$ cat src/rtl/mem_serializer_pkg.sv
// Shared types and constants for the memory-side serializer of the 2-bit serial ALU.
package mem_serializer_pkg;

   typedef enum logic [1:0] {
      S_IDLE  = 2'd0,
      S_READ  = 2'd1,
      S_SHIFT = 2'd2,
      S_WRITE = 2'd3
   } state_t;

   localparam int REG_BITS_DEF = 8;
   localparam int NSHIFT_DEF   = 2;

   localparam logic [2:0] LAST_BEAT_PAIR = 3'd7;
   localparam logic [2:0] LAST_BEAT_BYTE = 3'd3;

   function automatic logic [2:0] last_beat(input logic pair);
      return pair ? LAST_BEAT_PAIR : LAST_BEAT_BYTE;
   endfunction

endpackage

$ cat src/rtl/serial_shift_reg.sv
// Operand/result shift register: parallel load, LSB-first shift with insertion at the top,
// and a byte-swapped write view so a byte result lands in the low byte.
module serial_shift_reg #(
   parameter int REG_BITS = 8,
   parameter int NSHIFT   = 2
) (
   input  logic                    clk,
   input  logic                    reset,
   input  logic                    load_en,
   input  logic [2*REG_BITS-1:0]   load_data,
   input  logic                    shift_en,
   input  logic [NSHIFT-1:0]       shift_in,
   input  logic                    swap,
   output logic [2*REG_BITS-1:0]   sreg,
   output logic [2*REG_BITS-1:0]   wdata
);

   always_ff @(posedge clk) begin
      if (reset) begin
         sreg <= '0;
      end else if (load_en) begin
         sreg <= load_data;
      end else if (shift_en) begin
         sreg <= {shift_in, sreg[2*REG_BITS-1:NSHIFT]};
      end
   end

   // In byte mode the shifted result sits in the upper byte; swap it back down.
   assign wdata = swap ? {sreg[REG_BITS-1:0], sreg[2*REG_BITS-1:REG_BITS]} : sreg;

endmodule

$ cat src/rtl/mem_serializer.sv
// Fetches a word, streams it to the serial ALU 2 bits per active cycle, captures the result
// and optionally writes it back. Define MEM_SERIALIZER_BYTE_EN to enable 8-bit transfers.
//
// state   | meaning
// IDLE    | waiting for start
// READ    | memory read request outstanding
// SHIFT   | exchanging operand/result bits with the ALU
// WRITE   | memory write request outstanding
module mem_serializer
   import mem_serializer_pkg::*;
#(
   parameter int REG_BITS  = REG_BITS_DEF,
   parameter int NSHIFT    = NSHIFT_DEF,
   parameter int ADDR_BITS = 16
) (
   input  logic                    clk,
   input  logic                    reset,
   input  logic                    start,
   input  logic                    load,
   input  logic                    store,
   input  logic                    pair,
   input  logic [ADDR_BITS-1:0]    addr,
   input  logic [2*REG_BITS-1:0]   init,
   output logic                    mem_req,
   output logic                    mem_we,
   output logic                    mem_byte,
   output logic [ADDR_BITS-1:0]    mem_addr,
   output logic [2*REG_BITS-1:0]   mem_wdata,
   input  logic                    mem_ack,
   input  logic [2*REG_BITS-1:0]   mem_rdata,
   input  logic                    alu_active,
   output logic [NSHIFT-1:0]       alu_data_in,
   input  logic [NSHIFT-1:0]       alu_data_out,
   output logic                    ready,
   output logic                    busy,
   output logic                    done
);

   state_t                  state;
   logic                    pair_q;
   logic                    store_q;
   logic [2:0]              beat;
   logic                    pair_eff;
   logic                    load_en;
   logic                    shift_en;
   logic [2*REG_BITS-1:0]   load_data;
   logic [2*REG_BITS-1:0]   sreg;

`ifdef MEM_SERIALIZER_BYTE_EN
   assign pair_eff = pair;
`else
   // Every transfer is a full word; pair only feeds a constant-true term.
   assign pair_eff = pair | 1'b1;
`endif

   assign load_en   = ((state == S_IDLE) && start && !load) || ((state == S_READ) && mem_ack);
   assign load_data = (state == S_READ) ? mem_rdata : init;
   assign shift_en  = (state == S_SHIFT) && alu_active;

   assign alu_data_in = (state == S_SHIFT) ? sreg[NSHIFT-1:0] : '0;

   serial_shift_reg #(
      .REG_BITS (REG_BITS),
      .NSHIFT   (NSHIFT)
   ) u_sreg (
      .clk       (clk),
      .reset     (reset),
      .load_en   (load_en),
      .load_data (load_data),
      .shift_en  (shift_en),
      .shift_in  (alu_data_out),
      .swap      (!pair_q),
      .sreg      (sreg),
      .wdata     (mem_wdata)
   );

   always_ff @(posedge clk) begin
      if (reset) begin
         state    <= S_IDLE;
         pair_q   <= 1'b1;
         store_q  <= 1'b0;
         beat     <= 3'd0;
         mem_addr <= '0;
         mem_req  <= 1'b0;
         mem_we   <= 1'b0;
         mem_byte <= 1'b0;
         ready    <= 1'b0;
         busy     <= 1'b0;
         done     <= 1'b0;
      end else begin
         done <= 1'b0;
         unique case (state)
            S_IDLE: begin
               if (start) begin
                  mem_addr <= addr;
                  pair_q   <= pair_eff;
                  store_q  <= store;
                  beat     <= 3'd0;
                  busy     <= 1'b1;
                  if (load) begin
                     state    <= S_READ;
                     mem_req  <= 1'b1;
                     mem_we   <= 1'b0;
                     mem_byte <= !pair_eff;
                  end else begin
                     state <= S_SHIFT;
                     ready <= 1'b1;
                  end
               end
            end
            S_READ: begin
               if (mem_ack) begin
                  state    <= S_SHIFT;
                  mem_req  <= 1'b0;
                  mem_byte <= 1'b0;
                  ready    <= 1'b1;
               end
            end
            S_SHIFT: begin
               if (alu_active) begin
                  beat <= beat + 3'd1;
                  if (beat == last_beat(pair_q)) begin
                     ready <= 1'b0;
                     if (store_q) begin
                        state    <= S_WRITE;
                        mem_req  <= 1'b1;
                        mem_we   <= 1'b1;
                        mem_byte <= !pair_q;
                     end else begin
                        state <= S_IDLE;
                        busy  <= 1'b0;
                        done  <= 1'b1;
                     end
                  end
               end
            end
            S_WRITE: begin
               if (mem_ack) begin
                  state    <= S_IDLE;
                  mem_req  <= 1'b0;
                  mem_we   <= 1'b0;
                  mem_byte <= 1'b0;
                  busy     <= 1'b0;
                  done     <= 1'b1;
               end
            end
            default: state <= S_IDLE;
         endcase
      end
   end

endmodule
$ cat config.mk
export PLATFORM = sky130hd
export DESIGN_NAME = mem_serializer
export DESIGN_NICKNAME = d
export VERILOG_FILES = /design/src/rtl/mem_serializer_pkg.sv /design/src/rtl/serial_shift_reg.sv /design/src/rtl/mem_serializer.sv
export SDC_FILE = /design/constraint.sdc
export NUM_CORES = 1
export LEC_CHECK = 0
export ABC_AREA = 0
export CORE_UTILIZATION = 36
export CTS_BUF_LIST = sky130_fd_sc_hd__clkbuf_4 sky130_fd_sc_hd__clkbuf_8 sky130_fd_sc_hd__clkbuf_16
export CTS_CLUSTER_DIAMETER = 100
export DETAILED_ROUTE_END_ITERATION = 10
export GPL_TIMING_DRIVEN = 0
export PLACE_DENSITY = 0.75
export SYNTH_ARGS = -nofsm -noshare
export SYNTH_HDL_FRONTEND = slang
export SYNTH_SLANG_ARGS = --single-unit
$ cat constraint.sdc
create_clock -name clk -period 1.3 [get_ports clk]
set_input_delay 0.195 -clock clk [delete_from_list [all_inputs] [get_ports clk]]
set_output_delay 0.195 -clock clk [all_outputs]
set_load 0.01 [all_outputs]
==> results.json <==
{
  "crit_fanout": 6,
  "ant_nets": 0,
  "filler_cell_count": 467,
  "leakage_nw": 1.425,
  "seq_area_um2": 873.3,
  "path_clk_slew_ns": 0.08,
  "clkPwrFrac_pct": 23.8,
  "finClkSkew_ns": 0.009884,
  "antenna_found_initial": 0,
  "depth_of_the_worst_register_to_register_path": 5,
  "timing.slew.headroom_pct": 57.09,
  "syn-instance-count": 246,
  "seq_pwr_share_pct": 43.1,
  "period_share_pct": 110.3,
  "finish.net_count": 423,
  "setup-violations-final": 20,
  "warning_count_from_the_yosys_run": 0,
  "vdd_ir_drop_max_uv": 523.6,
  "yosysUniqueCellTypes": 35,
  "status": "finished with violations",
  "worst_hold_path_type": "input pin to register",
  "hold-path-cell-count": 2,
  "htree_num_levels": 2,
  "post_drt_via_cell_ratio": 5.164,
  "mappedNetlistArea_um2": 2013,
  "cts_tree": "yes",
  "antenna_cells_inserted": 0,
  "swShare_pct": 31.03,
  "timing.critical_path.required_ns": 1.52,
  "grt_util_all_layers_pct": 22.37,
  "numPlacedInstances": 410,
  "timing.max_cap.violations": 0,
  "cts-hold-fix-buffers": 0,
  "route.detailed.drc": 0,
  "power.density_nw_per_um2": 1024,
  "period_needed_ns": 1.434,
  "total_count_of_max_transition_violations_in_the_final_report": 0,
  "die_w_um": 76.78,
  "pin_count_of_the_biggest_net_entering_global_routing": 13,
  "syn_nets": 306,
  "hold_viol": 0,
  "max_freq_ghz": 0.6975,
  "floorplan.initialDensity_pct": 38.44,
  "worst-setup-path-type": "register to register",
  "finish.cell_count_without_fillers": 433,
  "overflow": 0,
  "i_o_pins": 98,
  "cp-end-kind": "register",
  "total_power_mw": 3.589,
  "rsz_0062_raised_after_global_routing": "true",
  "syn_area_per_cell_um2": 8.184,
  "io_buffers": 94,
  "cts_root_buffer": "sky130_fd_sc_hd__clkbuf_8",
  "comb_power_share_pct": 33.1,
  "vias_in_the_first_global_route": 2171,
  "worst-slew-pin-transition_ns": 0.6437,
  "num_rows": 26,
  "count_of_vias_placed_by_the_detailed_router": 2236,
  "drt-met1-wl_mm": 2.834,
  "syn_to_final_growth_pct": 74.08,
  "drt-pass1-iter-count": 4,
  "violations": "negative setup slack",
  "route.top_layer_used": "met4",
  "met3WireLength_um": 492,
  "fp.dieArea_um2": 5895,
  "gp_congestion": 0.7769,
  "cp_data_arrival_time_ns": 1.65,
  "layout_setup_ws_ns": -0.1336,
  "power_switching_mw": 1.114,
  "synth_enable_flop_cells": 0,
  "clock_latency_on_the_worst_skew_pair_ns": 0.29,
  "placeableCoreArea_um2": 5238,
  "synth_ff_type": "sky130_fd_sc_hd__dfxtp_1",
  "finalWirelength_mm": 6.549,
  "type_of_element_launching_the_critical_path": "register",
  "detailed_route_iter0_violations": 76,
  "cts.path.max_buffers": 2,
  "p_int_mw": 2.475,
  "detail_route.wl_per_cell_um": 15.12,
  "post_route_cells_drive_above_1_share_pct": 22.04,
  "cts_buffer_count": 5,
  "grt_pass1_wl_mm": 10.49,
  "met2RoutedLength_mm": 3.191,
  "multi_input_area_um2": 1232,
  "clkSinkCount": 43,
  "share_of_async_settable_or_async_resettable_flops_after_synthesis_pct": 0,
  "dp_hpwl_mm": 4.294,
  "yosys_register_bits": 43,
  "synth_seq_area_share_pct": 42.76,
  "fp.dieH_um": 76.78
}
## layout by cell type, fill, tap and decap left out, types with 3 or more instances in the layout
master / n
sky130_fd_sc_hd__or2_0: 3
sky130_fd_sc_hd__dlygate4sd2_1: 38
sky130_fd_sc_hd__mux2i_1: 6
sky130_fd_sc_hd__a311oi_1: 7
sky130_fd_sc_hd__a31oi_1: 7
sky130_fd_sc_hd__nand3_1: 10
sky130_fd_sc_hd__dfxtp_1: 39
sky130_fd_sc_hd__buf_6: 13
sky130_fd_sc_hd__or2_1: 3
sky130_fd_sc_hd__nor2_1: 3
sky130_fd_sc_hd__o21ai_0: 3
sky130_fd_sc_hd__a311oi_2: 3
sky130_fd_sc_hd__nand2_1: 63
sky130_fd_sc_hd__buf_4: 16
sky130_fd_sc_hd__clkbuf_1: 4
sky130_fd_sc_hd__a211oi_2: 8
sky130_fd_sc_hd__nor2b_1: 11
sky130_fd_sc_hd__clkbuf_8: 6
sky130_fd_sc_hd__a21oi_1: 23
sky130_fd_sc_hd__clkdlybuf4s50_1: 52
sky130_fd_sc_hd__dfxtp_4: 3
## layout make-up
| class | instances | share of cell area (%) |
|---|---|---|
| Clock inverter | 1 | 0.1428 |
| Timing Repair Buffer | 112 | 30.13 |
| Tap cell | 70 | 2.499 |
| Inverter | 2 | 0.4284 |
| Sequential cell | 43 | 24.92 |
| Clock buffer | 6 | 2.356 |
| Multi-Input combinational cell | 181 | 35.17 |
| Buffer | 18 | 4.356 |
## registers in the layout, indices dropped and copies added, names as in the netlist
register and count:
mem_addr 16, u_sreg.sreg 16, beat 3, state 2, busy 1, done 1, mem_req 1, mem_we 1
ready 1, store_q 1
## per-stage QoR
stage / setup slack, ns / util, % / instance area [um^2] / setup TNS (ns) / hold slack [ns]
after floorplan: -0.008573 / - / 2016 / -0.008573 / 0.3310
after global placement: -0.4950 / 58.12 / 3044 / -13.89 / 0.4415
after detailed placement: -0.5513 / 58.12 / 3044 / -15.13 / 0.4472
after CTS: -0.1252 / 64.93 / 3401 / -1.108 / 0.3260
after global routing: -0.2007 / 66.91 / 3505 / -3.057 / 0.3529
final: -0.1336 / 66.91 / 3505 / -1.186 / 0.3287
## final timing paths
| path | startpoint | slack [ns] | endpoint |
|---|---|---|---|
| setup reg to reg | state[1]$_SDFFE_PP0P_ | -0.13 | u_sreg.sreg[1]$_SDFFE_PP0P_ |
| hold reg to reg | mem_addr[13]$_SDFFE_PP0N_ | 0.46 | mem_addr[13]$_SDFFE_PP0N_ |
| hold / removal | reset | 0.33 | u_sreg.sreg[11]$_SDFFE_PP0P_ |
| setup / recovery | state[1]$_SDFFE_PP0P_ | -0.13 | u_sreg.sreg[1]$_SDFFE_PP0P_ |
## logic make-up after synthesis
logic type	share of synthesized area, %
fa+ha+maj	1.243
compound gates	20.39
simple gates	26.48
flops	42.76
buf+inv	5.966
mux	2.983
other cells	0.1863
## what timing repair did
item	4_1_cts	5_1_grt
endpoints found under the setup margin	74	37
gates resized for setup	101	24
pin swaps	21	7
setup buffers	13	2
endpoints found under the hold margin	0	0
gates cloned	3	0
## power by group through the flow
| stage | sequential (mW) | clock [mW] | combinational [mW] |
|---|---|---|---|
| 6_report | 1.55 | 0.855 | 1.19 |
| 4_1_cts | 1.53 | 0.865 | 1.13 |
| 3_5_place_dp | 1.56 | 0 | 1.02 |
| 5_1_grt | 1.56 | 0.919 | 1.28 |
| 3_3_place_gp | 1.56 | 0 | 1.01 |
| 2_1_floorplan | 1.60 | 0 | 0.445 |
## cell usage after synthesis (all sizes together) (2+ instances only)
cell    instances  area, um^2
ha              2       25.02
nand3          13       75.07
or2             6       37.54
nand2          63       236.5
dfxtp          43       860.8
o21ai           4       23.77
nor2b          13       81.33
inv             2       10.01
clkbuf          4       15.01
nor3b           2       15.01
a31oi           9       62.56
and3            4       25.02
a211oi         11       82.58
a311oi         10       87.58
a21oi          25       125.1
mux2i           6       60.06
nor2            4       15.01
buf            16       95.09
## critical path, cell delays in order (launching register included)
cell and delay (ns):
sky130_fd_sc_hd__dfxtp_4 0.38, sky130_fd_sc_hd__nor4b_4 0.32, sky130_fd_sc_hd__a31oi_4 0.11, sky130_fd_sc_hd__buf_6 0.16
sky130_fd_sc_hd__or2_1 0.22, sky130_fd_sc_hd__a31oi_1 0.17
## metal layers
layer,up-vias,track usage [%]
met5,-,0
met4,0,7.308
met3,4,5.595
met2,99,38.30
met1,1043,27.15
li1,1090,-
Note: power is estimated with default switching activity, not from simulation.
